File: config.mk
export PLATFORM = sky130hd
export DESIGN_NAME = control_pipeline
export DESIGN_NICKNAME = d
export VERILOG_FILES = /design/src/rtl/control_pipeline_pkg.sv /design/src/rtl/control_pipeline_hazard_detector.sv /design/src/rtl/control_pipeline.sv
export SDC_FILE = /design/constraint.sdc
export NUM_CORES = 1
export LEC_CHECK = 0
export CORE_MARGIN = 2
export CORE_UTILIZATION = 50
export DETAILED_ROUTE_END_ITERATION = 7
export HOLD_SLACK_MARGIN = 0.05
export PLACE_DENSITY_LB_ADDON = 0.12
export RECOVER_POWER = 50
export REMOVE_ABC_BUFFERS = 1
export SETUP_SLACK_MARGIN = 0.05
export SLEW_MARGIN = 15
export SYNTH_ARGS = -nofsm -noshare
export SYNTH_HDL_FRONTEND = slang
export SYNTH_SLANG_ARGS = --single-unit
File: constraint.sdc
create_clock -name clk -period 3.15 [get_ports clk]
set_clock_uncertainty 0.1 [all_clocks]
set_input_delay 0.63 -clock clk [delete_from_list [all_inputs] [get_ports clk]]
set_output_delay 0.63 -clock clk [all_outputs]
set_load 0.01 [all_outputs]
File: src/rtl/control_pipeline_pkg.sv
// Shared encodings for the EX operand forwarding selects.
// Pure constants, no logic.
package control_pipeline_pkg;
    localparam logic [1:0] FWD_NONE = 2'b00;
    localparam logic [1:0] FWD_WB   = 2'b01;
    localparam logic [1:0] FWD_MEM  = 2'b10;
endpackage

File: src/rtl/control_pipeline_hazard_detector.sv
// Load-use hazard detection and EX operand forwarding selects.
// Latency: purely combinational; backpressure: none, it only produces selects.
module hazard_detector
    import control_pipeline_pkg::*;
#(
    parameter int REG_ADDR_W = 5
) (
    input  logic                  i_d_valid,
    input  logic [REG_ADDR_W-1:0] i_d_rs1,
    input  logic [REG_ADDR_W-1:0] i_d_rs2,
    input  logic                  i_d_use_rs1,
    input  logic                  i_d_use_rs2,
    input  logic                  i_e_valid,
    input  logic                  i_e_mem_reg,
    input  logic [REG_ADDR_W-1:0] i_e_rd,
    input  logic [REG_ADDR_W-1:0] i_e_rs1,
    input  logic [REG_ADDR_W-1:0] i_e_rs2,
    input  logic                  i_e_use_rs1,
    input  logic                  i_e_use_rs2,
    input  logic                  i_m_valid,
    input  logic                  i_m_de_we,
    input  logic                  i_m_mem_reg,
    input  logic [REG_ADDR_W-1:0] i_m_rd,
    input  logic                  i_w_valid,
    input  logic                  i_w_de_we,
    input  logic [REG_ADDR_W-1:0] i_w_rd,
    output logic                  o_hazard,
    output logic [1:0]            o_fwd_a,
    output logic [1:0]            o_fwd_b
);
    logic w_m_src;
    logic w_w_src;

    // A load in MEM has no data yet, so it can only be forwarded once it reaches WB.
    assign w_m_src = i_m_valid & i_m_de_we & ~i_m_mem_reg & (i_m_rd != '0);
    assign w_w_src = i_w_valid & i_w_de_we & (i_w_rd != '0);

    assign o_hazard = i_d_valid & i_e_valid & i_e_mem_reg & (i_e_rd != '0)
                    & ((i_d_use_rs1 & (i_d_rs1 == i_e_rd))
                     | (i_d_use_rs2 & (i_d_rs2 == i_e_rd)));

    always_comb begin
        o_fwd_a = FWD_NONE;
        o_fwd_b = FWD_NONE;
        if (w_m_src && i_e_use_rs1 && (i_m_rd == i_e_rs1)) begin
            o_fwd_a = FWD_MEM;
        end else if (w_w_src && i_e_use_rs1 && (i_w_rd == i_e_rs1)) begin
            o_fwd_a = FWD_WB;
        end
        if (w_m_src && i_e_use_rs2 && (i_m_rd == i_e_rs2)) begin
            o_fwd_b = FWD_MEM;
        end else if (w_w_src && i_e_use_rs2 && (i_w_rd == i_e_rs2)) begin
            o_fwd_b = FWD_WB;
        end
    end
endmodule

File: src/rtl/control_pipeline.sv
// EX/MEM/WB control pipeline with load-use stall, branch flush and event counters.
// Latency: one stage per clk; backpressure: none beyond holding decode on a stall.
module control_pipeline
    import control_pipeline_pkg::*;
#(
    parameter int REG_ADDR_W = 5,
    parameter int CNT_W      = 32
) (
    input  logic                  clk,
    input  logic                  rst,
    input  logic                  d_valid,
    input  logic [1:0]            d_alu_op,
    input  logic [1:0]            d_alu_src2,
    input  logic                  d_brn_cond,
    input  logic                  d_mem_we,
    input  logic                  d_de_we,
    input  logic                  d_mem_reg,
    input  logic [REG_ADDR_W-1:0] d_rd,
    input  logic [REG_ADDR_W-1:0] d_rs1,
    input  logic [REG_ADDR_W-1:0] d_rs2,
    input  logic                  d_use_rs1,
    input  logic                  d_use_rs2,
    input  logic                  e_br_taken,
    output logic [1:0]            e_alu_op,
    output logic [1:0]            e_alu_src2,
    output logic                  e_brn_cond,
    output logic [1:0]            fwd_a,
    output logic [1:0]            fwd_b,
    output logic                  m_mem_we,
    output logic                  w_de_we,
    output logic                  w_mem_reg,
    output logic [REG_ADDR_W-1:0] w_rd,
    output logic                  stall_d,
    output logic                  flush_d,
    output logic [CNT_W-1:0]      stall_cnt,
    output logic [CNT_W-1:0]      flush_cnt
);
    logic                  r_e_valid, r_e_brn_cond, r_e_mem_we, r_e_de_we, r_e_mem_reg;
    logic [1:0]            r_e_alu_op, r_e_alu_src2;
    logic [REG_ADDR_W-1:0] r_e_rd, r_e_rs1, r_e_rs2;
    logic                  r_e_use_rs1, r_e_use_rs2;
    logic                  r_m_valid, r_m_mem_we, r_m_de_we, r_m_mem_reg;
    logic [REG_ADDR_W-1:0] r_m_rd;
    logic                  r_w_valid, r_w_de_we, r_w_mem_reg;
    logic [REG_ADDR_W-1:0] r_w_rd;
    logic [CNT_W-1:0]      r_stall_cnt, r_flush_cnt;
    logic                  w_hazard, w_load_e;

    hazard_detector #(.REG_ADDR_W(REG_ADDR_W)) u_hazard (
        .i_d_valid  (d_valid),     .i_d_rs1    (d_rs1),       .i_d_rs2    (d_rs2),
        .i_d_use_rs1(d_use_rs1),   .i_d_use_rs2(d_use_rs2),
        .i_e_valid  (r_e_valid),   .i_e_mem_reg(r_e_mem_reg), .i_e_rd     (r_e_rd),
        .i_e_rs1    (r_e_rs1),     .i_e_rs2    (r_e_rs2),
        .i_e_use_rs1(r_e_use_rs1), .i_e_use_rs2(r_e_use_rs2),
        .i_m_valid  (r_m_valid),   .i_m_de_we  (r_m_de_we),   .i_m_mem_reg(r_m_mem_reg),
        .i_m_rd     (r_m_rd),
        .i_w_valid  (r_w_valid),   .i_w_de_we  (r_w_de_we),   .i_w_rd     (r_w_rd),
        .o_hazard   (w_hazard),    .o_fwd_a    (fwd_a),       .o_fwd_b    (fwd_b)
    );

    // A taken branch overrides the stall: the dependant is discarded anyway.
    assign flush_d  = e_br_taken & r_e_valid;
    assign stall_d  = w_hazard & ~flush_d;
    assign w_load_e = d_valid & ~flush_d & ~stall_d;

    always_ff @(posedge clk) begin
        if (rst) begin
            r_e_valid <= 1'b0; r_e_alu_op <= '0; r_e_alu_src2 <= '0; r_e_brn_cond <= 1'b0;
            r_e_mem_we <= 1'b0; r_e_de_we <= 1'b0; r_e_mem_reg <= 1'b0;
            r_e_rd <= '0; r_e_rs1 <= '0; r_e_rs2 <= '0; r_e_use_rs1 <= 1'b0; r_e_use_rs2 <= 1'b0;
            r_m_valid <= 1'b0; r_m_mem_we <= 1'b0; r_m_de_we <= 1'b0; r_m_mem_reg <= 1'b0;
            r_m_rd <= '0;
            r_w_valid <= 1'b0; r_w_de_we <= 1'b0; r_w_mem_reg <= 1'b0; r_w_rd <= '0;
            r_stall_cnt <= '0; r_flush_cnt <= '0;
        end else begin
            // Bubbles and idle slots carry all-zero fields so nothing stale leaks downstream.
            r_e_valid    <= w_load_e;
            r_e_alu_op   <= w_load_e ? d_alu_op   : '0;
            r_e_alu_src2 <= w_load_e ? d_alu_src2 : '0;
            r_e_brn_cond <= w_load_e & d_brn_cond;
            r_e_mem_we   <= w_load_e & d_mem_we;
            r_e_de_we    <= w_load_e & d_de_we;
            r_e_mem_reg  <= w_load_e & d_mem_reg;
            r_e_rd       <= w_load_e ? d_rd  : '0;
            r_e_rs1      <= w_load_e ? d_rs1 : '0;
            r_e_rs2      <= w_load_e ? d_rs2 : '0;
            r_e_use_rs1  <= w_load_e & d_use_rs1;
            r_e_use_rs2  <= w_load_e & d_use_rs2;
            r_m_valid    <= r_e_valid;
            r_m_mem_we   <= r_e_mem_we;
            r_m_de_we    <= r_e_de_we;
            r_m_mem_reg  <= r_e_mem_reg;
            r_m_rd       <= r_e_rd;
            r_w_valid    <= r_m_valid;
            r_w_de_we    <= r_m_de_we;
            r_w_mem_reg  <= r_m_mem_reg;
            r_w_rd       <= r_m_rd;
            if (stall_d && (r_stall_cnt != {CNT_W{1'b1}})) r_stall_cnt <= r_stall_cnt + CNT_W'(1);
            if (flush_d && (r_flush_cnt != {CNT_W{1'b1}})) r_flush_cnt <= r_flush_cnt + CNT_W'(1);
        end
    end

    assign e_alu_op   = r_e_valid ? r_e_alu_op   : '0;
    assign e_alu_src2 = r_e_valid ? r_e_alu_src2 : '0;
    assign e_brn_cond = r_e_valid & r_e_brn_cond;
    assign m_mem_we   = r_m_valid & r_m_mem_we;
    assign w_de_we    = r_w_valid & r_w_de_we;
    assign w_mem_reg  = r_w_valid & r_w_mem_reg;
    assign w_rd       = r_w_valid ? r_w_rd : '0;
    assign stall_cnt  = r_stall_cnt;
    assign flush_cnt  = r_flush_cnt;
endmodule

==> metrics.txt, run 1 <==
routed wire length roughly 12,000 µm; final-layout fill cell count 851; met1 GRT Util 0.274; Layout Cells excl Fill 798; GR Util met3 0.0475; DR pass1 iterations 4; Setup TNS Final 0 ns; die width between 100 and 150 µm; met2 usage in global routing 0.399; setup violators final 0; Hold Startpoint r_e_mem_we$_SDFF_PP0_; RSZ-0062 raised after global routing no; Final Cycle Share 0.927; PwrDens around 370 mW/mm²; design area 0.00631 mm²; worst skew pair latency 0.37 ns; status finished with violations; layout net count a little under 700; Crit. End Element output pin; WP data required 2.42 ns; Post-Synthesis Cells around 550; commonest non-fill, non-tap cell in the layout dfxtp_1; Worst-Margin Slew 1.78 ns; CTS tree yes; EDFF count, synth 0; synthesized cell area slightly below 0.005 mm²; clk slew on worst S/H paths about 0.11 ns; Setup crit start kind flip-flop; area of the die roughly 0.011 mm²; # rows 36; via count of the routed design 4,350; hold_ws roughly 0.35 ns; CP arrival 2.19 ns; dpl cells between 700 and 800; post_cts resized 0; sequential fraction of the synthesis area 0.440; htree depth 3; Leak approximately 2.5 nW; largest net degree at the start of global routing 91; share of layout cells above drive strength 1 0.0737; initial antenna violation count 0; io pins between 100 and 150; Setup Buffers After CTS 0; Async S/R FF share, synth 0; first-pass GRT wire length approximately 19,000 µm; Die Y-Extent 103 µm; worst-case vdd ir drop around 0.25 mV; grt total ovfl 0; Initial Utilization 0.508; max-cap violations 1; Max FO, Critical Path 4; Port Buffers 111; Post-CTS Hold Buffers 0; Synth Flop Type dfxtp_1; CTS max path bufs 2; Design Power around 2.3 mW; total clock sinks 107; Final ANT Viol Nets 0; Placer Congestion 0.864; CTS root buffer clkbuf_8; yosys warns 0; Routed WL per cell 14.5 µm; max frequency approximately 0.34 GHz; drt drc 0; CTS Buf Count 9; routed vias/inst 5.45; worst hold path class flip-flop to flip-flop; DP Area 0.00614 mm²; area grow syn2layout 29.6%; layer with the highest usage met2; Final Hold Viols 0; n_diodes 0; Yosys cell types 46; CP startpoint r_m_rd[0]$_SDFF_PP0_; number of global-route vias before repair 3,984; Slew HR -0.184; core area 0.00959 mm²; Synth Register Bits around 110; max-slew violations 91; hpwl dp 8490 µm; gr usage total 0.223; min Tclk post-route between 2 and 3 ns; synthesized area per cell 8.94 µm²; failing checks capacitance limit, slew limit; most frequent cells in the layout 107 x dfxtp_1, 70 x dlygate4sd3_1, 48 x nor2_1, 41 x and2_1, 39 x clkdlybuf4s50_1; CP Class flip-flop to output pin; initial DRC count 157; FF-to-FF Start r_e_rd[3]$_SDFF_PP0_
[per-stage QoR]
step,util,setup slack [ns]
floorplan,-,0.437
global placement,0.640,0.0928
detailed placement,0.640,0.0909
CTS,0.659,0.0767
global route,0.658,0.129
finish,0.658,0.230
[cells by family after synthesis]
logic type               Yosys count  share of synthesized area
buffers and inverters             25                     0.0244
adder cells (fa/ha/maj)            2                    0.00514
flip-flops                       107                      0.440
AO/OA/AOI/OAI                     73                     0.0883
AND/OR/NAND/NOR                  275                      0.324
XOR/XNOR                          53                     0.0953
multiplexers                      10                     0.0229
[Yosys cell counts, types with 5 or more instances]
cell      number  area, µm²
dfxtp_1      107       2140
nor2_1        48        180
and2_1        41        257
xor2_1        36        315
nand3_1       33        165
a21oi_1       31        155
nand2_1       29        109
or3_1         28        175
o21ai_0       27        135
nand4_1       26        163
nor2b_1       25        156
xnor2_1       17        149
clkbuf_1      10       37.5
inv_1          9       33.8
mux2_2         9        101
or4_1          9       67.6
and3_1         7       43.8
nor3_1         7       35.0
nor4_1         6       37.5
o31ai_1        5       37.5
[where the power goes]
| part | total, mW | internal [mW] | switching, mW |
|---|---|---|---|
| clock network | 0.799 | 0.305 | 0.493 |
| registers | 1.39 | 1.37 | 0.0181 |
| logic | 0.125 | 0.0692 | 0.0558 |
| total | 2.31 | 1.75 | 0.567 |
[worst paths after layout]
path                                              end  slack, ns  cells past startpoint
worst min register to register  r_m_mem_we$_SDFF_PP0_       0.35                      1
worst max-delay path                         fwd_b[0]       0.23                      5
worst max register to register  r_e_rs1[0]$_SDFF_PP0_       0.51                      7
worst min-delay path            r_m_mem_we$_SDFF_PP0_       0.35                      1
[routing by layer]
layer  part of all wire  vias to the layer above
met4             0.0077                        0
met5                  0                        -
met3              0.048                        8
met1               0.43                     2071
met2               0.52                      118
li1                   -                     2153
[worst max-delay path, stage by stage (launching register included)]
cell and delay [ns]:
dfxtp_1 0.36, or4_1 0.52, o21ai_1 0.22, nor2_1 0.10, nor2_1 0.11, clkdlybuf4s50_1 0.54
[area by class of cell]
cell class	instances	area, µm²	area share
Clock inverter	6	58.8	0.00932
Inverter	9	33.8	0.00535
Sequential cell	107	2140	0.339
Timing Repair Buffer	120	1170	0.186
Clock buffer	10	128	0.0202
Multi-Input combinational cell	413	2610	0.414
Tap cell	133	166	0.0264
Note: power is estimated with default switching activity, not from simulation.
==> run 2: changes to the inputs <==
--- a/config.mk
+++ b/config.mk
@@ -5,6 +5,7 @@
 export SDC_FILE = /design/constraint.sdc
 export NUM_CORES = 1
 export LEC_CHECK = 0
+export ABC_CLOCK_PERIOD_IN_PS = 2800
 export CORE_MARGIN = 2
 export CORE_UTILIZATION = 50
 export DETAILED_ROUTE_END_ITERATION = 7
==> constraint.sdc (replaced) <==
create_clock -name clk -period 2.8 [get_ports clk]
set_clock_uncertainty 0.1 [all_clocks]
set_input_delay 0.56 -clock clk [delete_from_list [all_inputs] [get_ports clk]]
set_output_delay 0.56 -clock clk [all_outputs]
set_load 0.01 [all_outputs]
==> run 2 against run 1 <==
- the run still ends with capacitance limit, slew limit left
- flip-flop and latch count is the same
- power grew 11%
- global-route usage grew 0.29 points
- non-clock buffer count grew 7
- clock power grew 6.6%
- final area grew 0.99%
- hold slack is essentially flat
- via count grew 0.53%
- first-iteration DRC count shrank 45%
- combinational power grew 18%
- count of clock-buffer cells in the layout grew 1
- largest power group unchanged
==> metrics.txt, run 2 (synthesis results as in run 1) <==
status finished with violations (unchanged); failing checks capacitance limit, slew limit (unchanged); Worst-Margin Slew 1.81 ns (was 1.78 ns); largest net degree at the start of global routing 91 (unchanged); PwrDens 402 mW/mm² (was 367 mW/mm²); Leak 2.58 nW (was 2.50 nW); routed vias/inst 5.43 (was 5.45); hold endpoint r_m_mem_we$_SDFF_PP0_ (unchanged); Max FO, Critical Path 4 (unchanged); first-pass GRT wire length 18,900 µm (was 18,800 µm); Setup crit start kind flip-flop (unchanged); FF-to-FF Start stall_cnt[10]$_SDFFE_PP0P_ (was r_e_rd[3]$_SDFF_PP0_); CP arrival 1.95 ns (was 2.19 ns); die width 103 µm (unchanged); Die Y-Extent 103 µm (unchanged); DR pass1 iterations 5 (was 4); Crit path top cell by count nor2_1 (unchanged); worst reg2reg path depth 5 (was 7); initial antenna violation count 0 (unchanged); CTS max path bufs 2 (unchanged); CTS Buf Count 9 (unchanged); commonest non-fill, non-tap cell in the layout dfxtp_1 (unchanged); Crit. End Element output pin (unchanged); Slew HR -0.206 (was -0.184); Routed WL per cell 14.6 µm (was 14.5 µm); # rows 36 (unchanged); Setup Buffers After CTS 0 (unchanged); Final Cycle Share 0.932; met3 routed WL 572 µm (was 559 µm); Worst R2R End stall_cnt[6]$_SDFFE_PP0P_ (was r_e_rs1[0]$_SDFF_PP0_); hold-critical path depth 1 (unchanged); Worst R2R Setup Slack 0.39 ns (was 0.51 ns); top routing layer in use met4 (unchanged); M1 WL 5150 µm (was 4950 µm); CP Class flip-flop to output pin (unchanged); WP data required 2.14 ns (was 2.42 ns); min Tclk post-route 2.61 ns; worst hold path class flip-flop to flip-flop (unchanged); met2 wire len 5890 µm (was 5970 µm); worst-case vdd ir drop 0.253 mV (was 0.246 mV); setup violators final 0 (unchanged); CP peak stage delay 0.56 ns (was 0.54 ns); total clock sinks 107 (unchanged); grt total ovfl 0 (unchanged); initial DRC count 86 (was 157); max-cap violations 1 (unchanged); Hold Startpoint r_e_mem_we$_SDFF_PP0_ (unchanged); Final ANT Viol Nets 0 (unchanged); Port Buffers 111 (unchanged); CP delay by family, top simple AND/OR/NAND/NOR gates (unchanged); via count of the routed design 4,373 (was 4,350); area of the die 0.0106 mm² (unchanged); htree depth 3 (unchanged); RSZ-0062 raised after global routing no (unchanged); routed wire length 11,800 µm (was 11,600 µm); clk slew on worst S/H paths 0.10 ns (was 0.11 ns); hpwl dp 8510 µm (was 8490 µm); Placer Congestion 0.856 (was 0.864); Final Hold Viols 0 (unchanged); gr usage total 0.226 (was 0.223); n_diodes 0 (unchanged); worst skew pair latency 0.36 ns (was 0.37 ns); number of global-route vias before repair 4,043 (was 3,984); most frequent cells in the layout 107 x dfxtp_1, 74 x dlygate4sd3_1, 48 x nor2_1, 41 x and2_1, 36 x xor2_1 (was 107 x dfxtp_1, 70 x dlygate4sd3_1, 48 x nor2_1, 41 x and2_1, 39 x clkdlybuf4s50_1); hold_ws 0.355 ns (about the same); CP max-delay cell or4_1 (was clkdlybuf4s50_1); max-slew violations 91 (unchanged); core area 0.00959 mm² (unchanged); critical path, cell by cell or4_1 > o21ai_2 > nor2_1 > nor2_1 > dlygate4sd2_1 (was or4_1 > o21ai_1 > nor2_1 > nor2_1 > clkdlybuf4s50_1); critical path buffer and inverter count 1 (unchanged); CTS root buffer clkbuf_8 (unchanged); utilization after layout 0.664 (was 0.658); layout net count 699 (was 691); cell count along the critical path 5 (unchanged); Initial Utilization 0.508 (unchanged); io pins 112 (unchanged); CTS tree yes (unchanged); max frequency 0.383 GHz; drt drc 0 (unchanged); share of layout cells above drive strength 1 0.0863 (was 0.0737); area grow syn2layout 30.8% (was 29.6%)
-- run 2: cell count changes in the layout (fill, tap and decap cells not counted), sizes merged, moves of 2 or more --
cell           before  now
buf                 8   16
clkdlybuf4s50      39   31
dlygate4sd3        70   74
dlygate4sd2         0    2
inv                12   10
-- run 2: area by class of cell --
type | count | area (µm²)
clock buffers | 11 | 141
clock inverters | 4 | 26.3
flip-flops and latches | 107 | 2140
fillers | 838 | 3220
multi-input cells | 414 | 2640
inverters | 9 | 33.8
repair buffers | 127 | 1230
well taps | 133 | 166
-- run 2: power by group --
part | internal, mW | switching [mW] | leakage [nW] | total, mW
clock network | 0.344 | 0.508 | 0.0856 | 0.852
registers | 1.54 | 0.0199 | 0.867 | 1.56
logic | 0.0806 | 0.0662 | 1.63 | 0.147
total | 1.97 | 0.594 | 2.58 | 2.56
-- run 2: through the flow --
step | TNS, ns | area (µm²) | std cells | setup WS, ns | total power, mW
2_1_floorplan | 0 | 4790 | 529 | 0.157 | 1.65
3_3_place_gp | -1.25 | 6190 | 789 | -0.112 | 1.74
3_5_place_dp | -2.95 | 6190 | 789 | -0.125 | 1.74
4_1_cts | 0 | 6360 | 804 | 0.120 | 2.59
5_1_grt | 0 | 6370 | 805 | 0.0737 | 2.66
6_report | 0 | 6370 | 805 | 0.191 | 2.56
-- run 2: metal layers --
| layer | global-route usage | vias up |
|---|---|---|
| li1 | - | 2165 |
| met5 | 0 | - |
| met3 | 0.0339 | 14 |
| met1 | 0.288 | 2074 |
| met2 | 0.387 | 120 |
| met4 | 0.0851 | 0 |
-- run 2: how the worst max path moves through the flow --
| stage | startpoint | end | slack [ns] |
|---|---|---|---|
| 4_1_cts | r_m_rd[0]$_SDFF_PP0_ | fwd_b[1] | 0.12 |
| 2_1_floorplan | d_rs2[0] | stall_cnt[13]$_SDFFE_PP0P_ | 0.16 |
| 3_3_place_gp | d_rs2[1] | stall_d | -0.11 |
| 5_1_grt | d_rs2[3] | stall_d | 0.07 |
| 3_5_place_dp | d_rs1[2] | r_e_brn_cond$_SDFF_PP0_ | -0.12 |
| 6_report | r_m_rd[0]$_SDFF_PP0_ | fwd_b[0] | 0.19 |
-- run 2: timing repair --
item	in CTS	in global routing
gates resized for setup	5	4
endpoints found under the setup margin	5	6
gates cloned	0	1
hold buffers	0	0
pin swaps	0	2
==> run 3: changes to the inputs <==
--- a/config.mk
+++ b/config.mk
@@ -13,7 +13,7 @@
 export PLACE_DENSITY_LB_ADDON = 0.12
 export RECOVER_POWER = 50
 export REMOVE_ABC_BUFFERS = 1
-export SETUP_SLACK_MARGIN = 0.05
+export SETUP_SLACK_MARGIN = 0.2
 export SLEW_MARGIN = 15
 export SYNTH_ARGS = -nofsm -noshare
 export SYNTH_HDL_FRONTEND = slang
==> run 3 against run 2 <==
- the flow still finishes with violations (capacitance limit, slew limit)
- die area stayed put
- via count rose by 0.21%
- sequential power barely moved
- final cell count unchanged
- critical path type is now primary input to output pin
==> metrics.txt, run 3 (synthesis results as in run 1) <==
register share of total power 0.608 (was 0.610); hold_ws 0.356 ns (was 0.355 ns); Slew HR -0.209 (was -0.206); Crit. End Element output pin (unchanged); Final ANT Viol Nets 0 (unchanged); PwrDens 403 mW/mm² (was 402 mW/mm²); core area 0.00959 mm² (unchanged); hpwl dp 8510 µm (unchanged); max-slew violations 91 (unchanged); CP Class primary input to output pin (was flip-flop to output pin); final-layout fill cell count 841 (was 838); switching part of the total 0.235 (was 0.232); routed vias/inst 5.44 (was 5.43); Port Buffers 111 (unchanged); clk slew on worst S/H paths 0.10 ns (about the same); P_int 1.97 mW (about the same); failing checks capacitance limit, slew limit (unchanged); grt total ovfl 0 (unchanged); CTS Buf Count 9 (unchanged); CTS max path bufs 2 (unchanged); first-pass GRT wire length 19,200 µm (was 18,900 µm); initial DRC count 88 (was 86); most frequent cells in the layout 106 x dfxtp_1, 74 x dlygate4sd3_1, 48 x nor2_1, 41 x and2_1, 36 x xor2_1 (was 107 x dfxtp_1, 74 x dlygate4sd3_1, 48 x nor2_1, 41 x and2_1, 36 x xor2_1); Initial Utilization 0.508 (unchanged); status finished with violations (unchanged); DR pass1 iterations 5 (unchanged); area grow syn2layout 30.9% (was 30.8%); clock share of power 0.335 (was 0.333); Routed WL per cell 14.8 µm (was 14.6 µm); share of layout cells above drive strength 1 0.0997 (was 0.0863); htree depth 3 (unchanged); combinational power share 0.058 (was 0.057); min Tclk post-route 2.58 ns (was 2.61 ns); worst-case vdd ir drop 0.253 mV (about the same); worst hold path class flip-flop to flip-flop (unchanged); n_diodes 0 (unchanged); setup violators final 0 (unchanged); Final Hold Viols 0 (unchanged); die width 103 µm (unchanged); Hold Startpoint r_e_mem_we$_SDFF_PP0_ (unchanged); CTS root buffer clkbuf_8 (unchanged); via count of the routed design 4,382 (was 4,373); initial antenna violation count 0 (unchanged); pre-CTS setup slack -0.125 ns (unchanged); FF-to-FF Start stall_cnt[10]$_SDFFE_PP0P_ (unchanged); total clock sinks 107 (unchanged); CP startpoint d_rs1[2] (was r_m_rd[0]$_SDFF_PP0_); number of global-route vias before repair 4,082 (was 4,043); final worst slack 0.223 ns (was 0.191 ns); WP data required 2.14 ns (about the same); NetSw 604 µW (was 594 µW); commonest non-fill, non-tap cell in the layout dfxtp_1 (unchanged); layout net count 699 (unchanged); worst skew pair latency 0.37 ns (was 0.36 ns); routed wire length 11,900 µm (was 11,800 µm); CTS tree yes (unchanged); Worst-Margin Slew 1.81 ns (about the same); CP arrival 1.92 ns (was 1.95 ns); max-cap violations 1 (unchanged); io pins 112 (unchanged); gr usage total 0.229 (was 0.226); Max FO, Critical Path 2 (was 4); Final Cycle Share 0.920 (was 0.932); area of the die 0.0106 mm² (unchanged); max frequency 0.388 GHz (was 0.383 GHz); Leak 2.55 nW (was 2.58 nW); Setup crit start kind primary input (was flip-flop); largest net degree at the start of global routing 91 (unchanged); RSZ-0062 raised after global routing yes (was no); drt drc 0 (unchanged); Placer Congestion 0.856 (unchanged); Die Y-Extent 103 µm (unchanged); # rows 36 (unchanged)
run 3: final cells by class:
cell class	count	area, µm²	share of cell area
Timing Repair Buffer	127	1210	0.190
Inverter	9	33.8	0.00530
Multi-Input combinational cell	414	2650	0.416
Clock inverter	4	26.3	0.00412
Clock buffer	11	141	0.0222
Sequential cell	107	2140	0.336
Tap cell	133	166	0.0261
run 3: per-layer routing:
layer / GRT usage / vias to the layer above / routed length (µm)
li1: - / 2163 / -
met1: 0.292 / 2084 / 5180
met2: 0.393 / 116 / 5930
met3: 0.0339 / 19 / 556
met4: 0.0841 / 0 / 214
met5: 0 / - / 0
run 3: per-stage QoR:
stage          utilization  instances  instance area [µm²]  setup TNS, ns  total power [mW]
6_report             0.665        805                 6380              0              2.57
5_1_grt              0.665        805                 6380              0              2.66
3_3_place_gp         0.645        789                 6190          -1.25              1.74
3_5_place_dp         0.645        789                 6190          -2.95              1.74
2_1_floorplan            -        529                 4790              0              1.65
4_1_cts              0.665        805                 6380              0              2.59
run 3: worst paths after layout:
check                                    to  slack (ns)  cells after the start
setup / recovery                    stall_d        0.22                      7
hold / removal        r_m_mem_we$_SDFF_PP0_        0.36                      1
setup reg to reg  stall_cnt[6]$_SDFFE_PP0P_        0.39                      5
hold reg to reg       r_m_mem_we$_SDFF_PP0_        0.36                      1
run 3: worst max-delay path, stage by stage:
cell,delay (ns)
clkdlybuf4s50_1,0.51
xnor2_1,0.14
nand4_1,0.14
o22ai_2,0.16
nand2_1,0.10
inv_2,0.08
clkdlybuf4s15_2,0.22
run 3: power by group through the flow:
stage / Clock, mW / Sequential (mW) / Combinational, mW
after CTS: 0.876 / 1.56 / 0.150
final: 0.861 / 1.56 / 0.148
after global routing: 0.931 / 1.57 / 0.161
after detailed placement: 0 / 1.60 / 0.146
after floorplan: 0 / 1.59 / 0.0605
after global placement: 0 / 1.60 / 0.143
run 3: what timing repair did:
action / in CTS / in global routing
buffers inserted: 0 / 0
cloned: 1 / 0
pin swaps: 1 / 2
hold buffers: 0 / 0
gates resized for setup: 11 / 11
setup endpoints to repair: 24 / 9
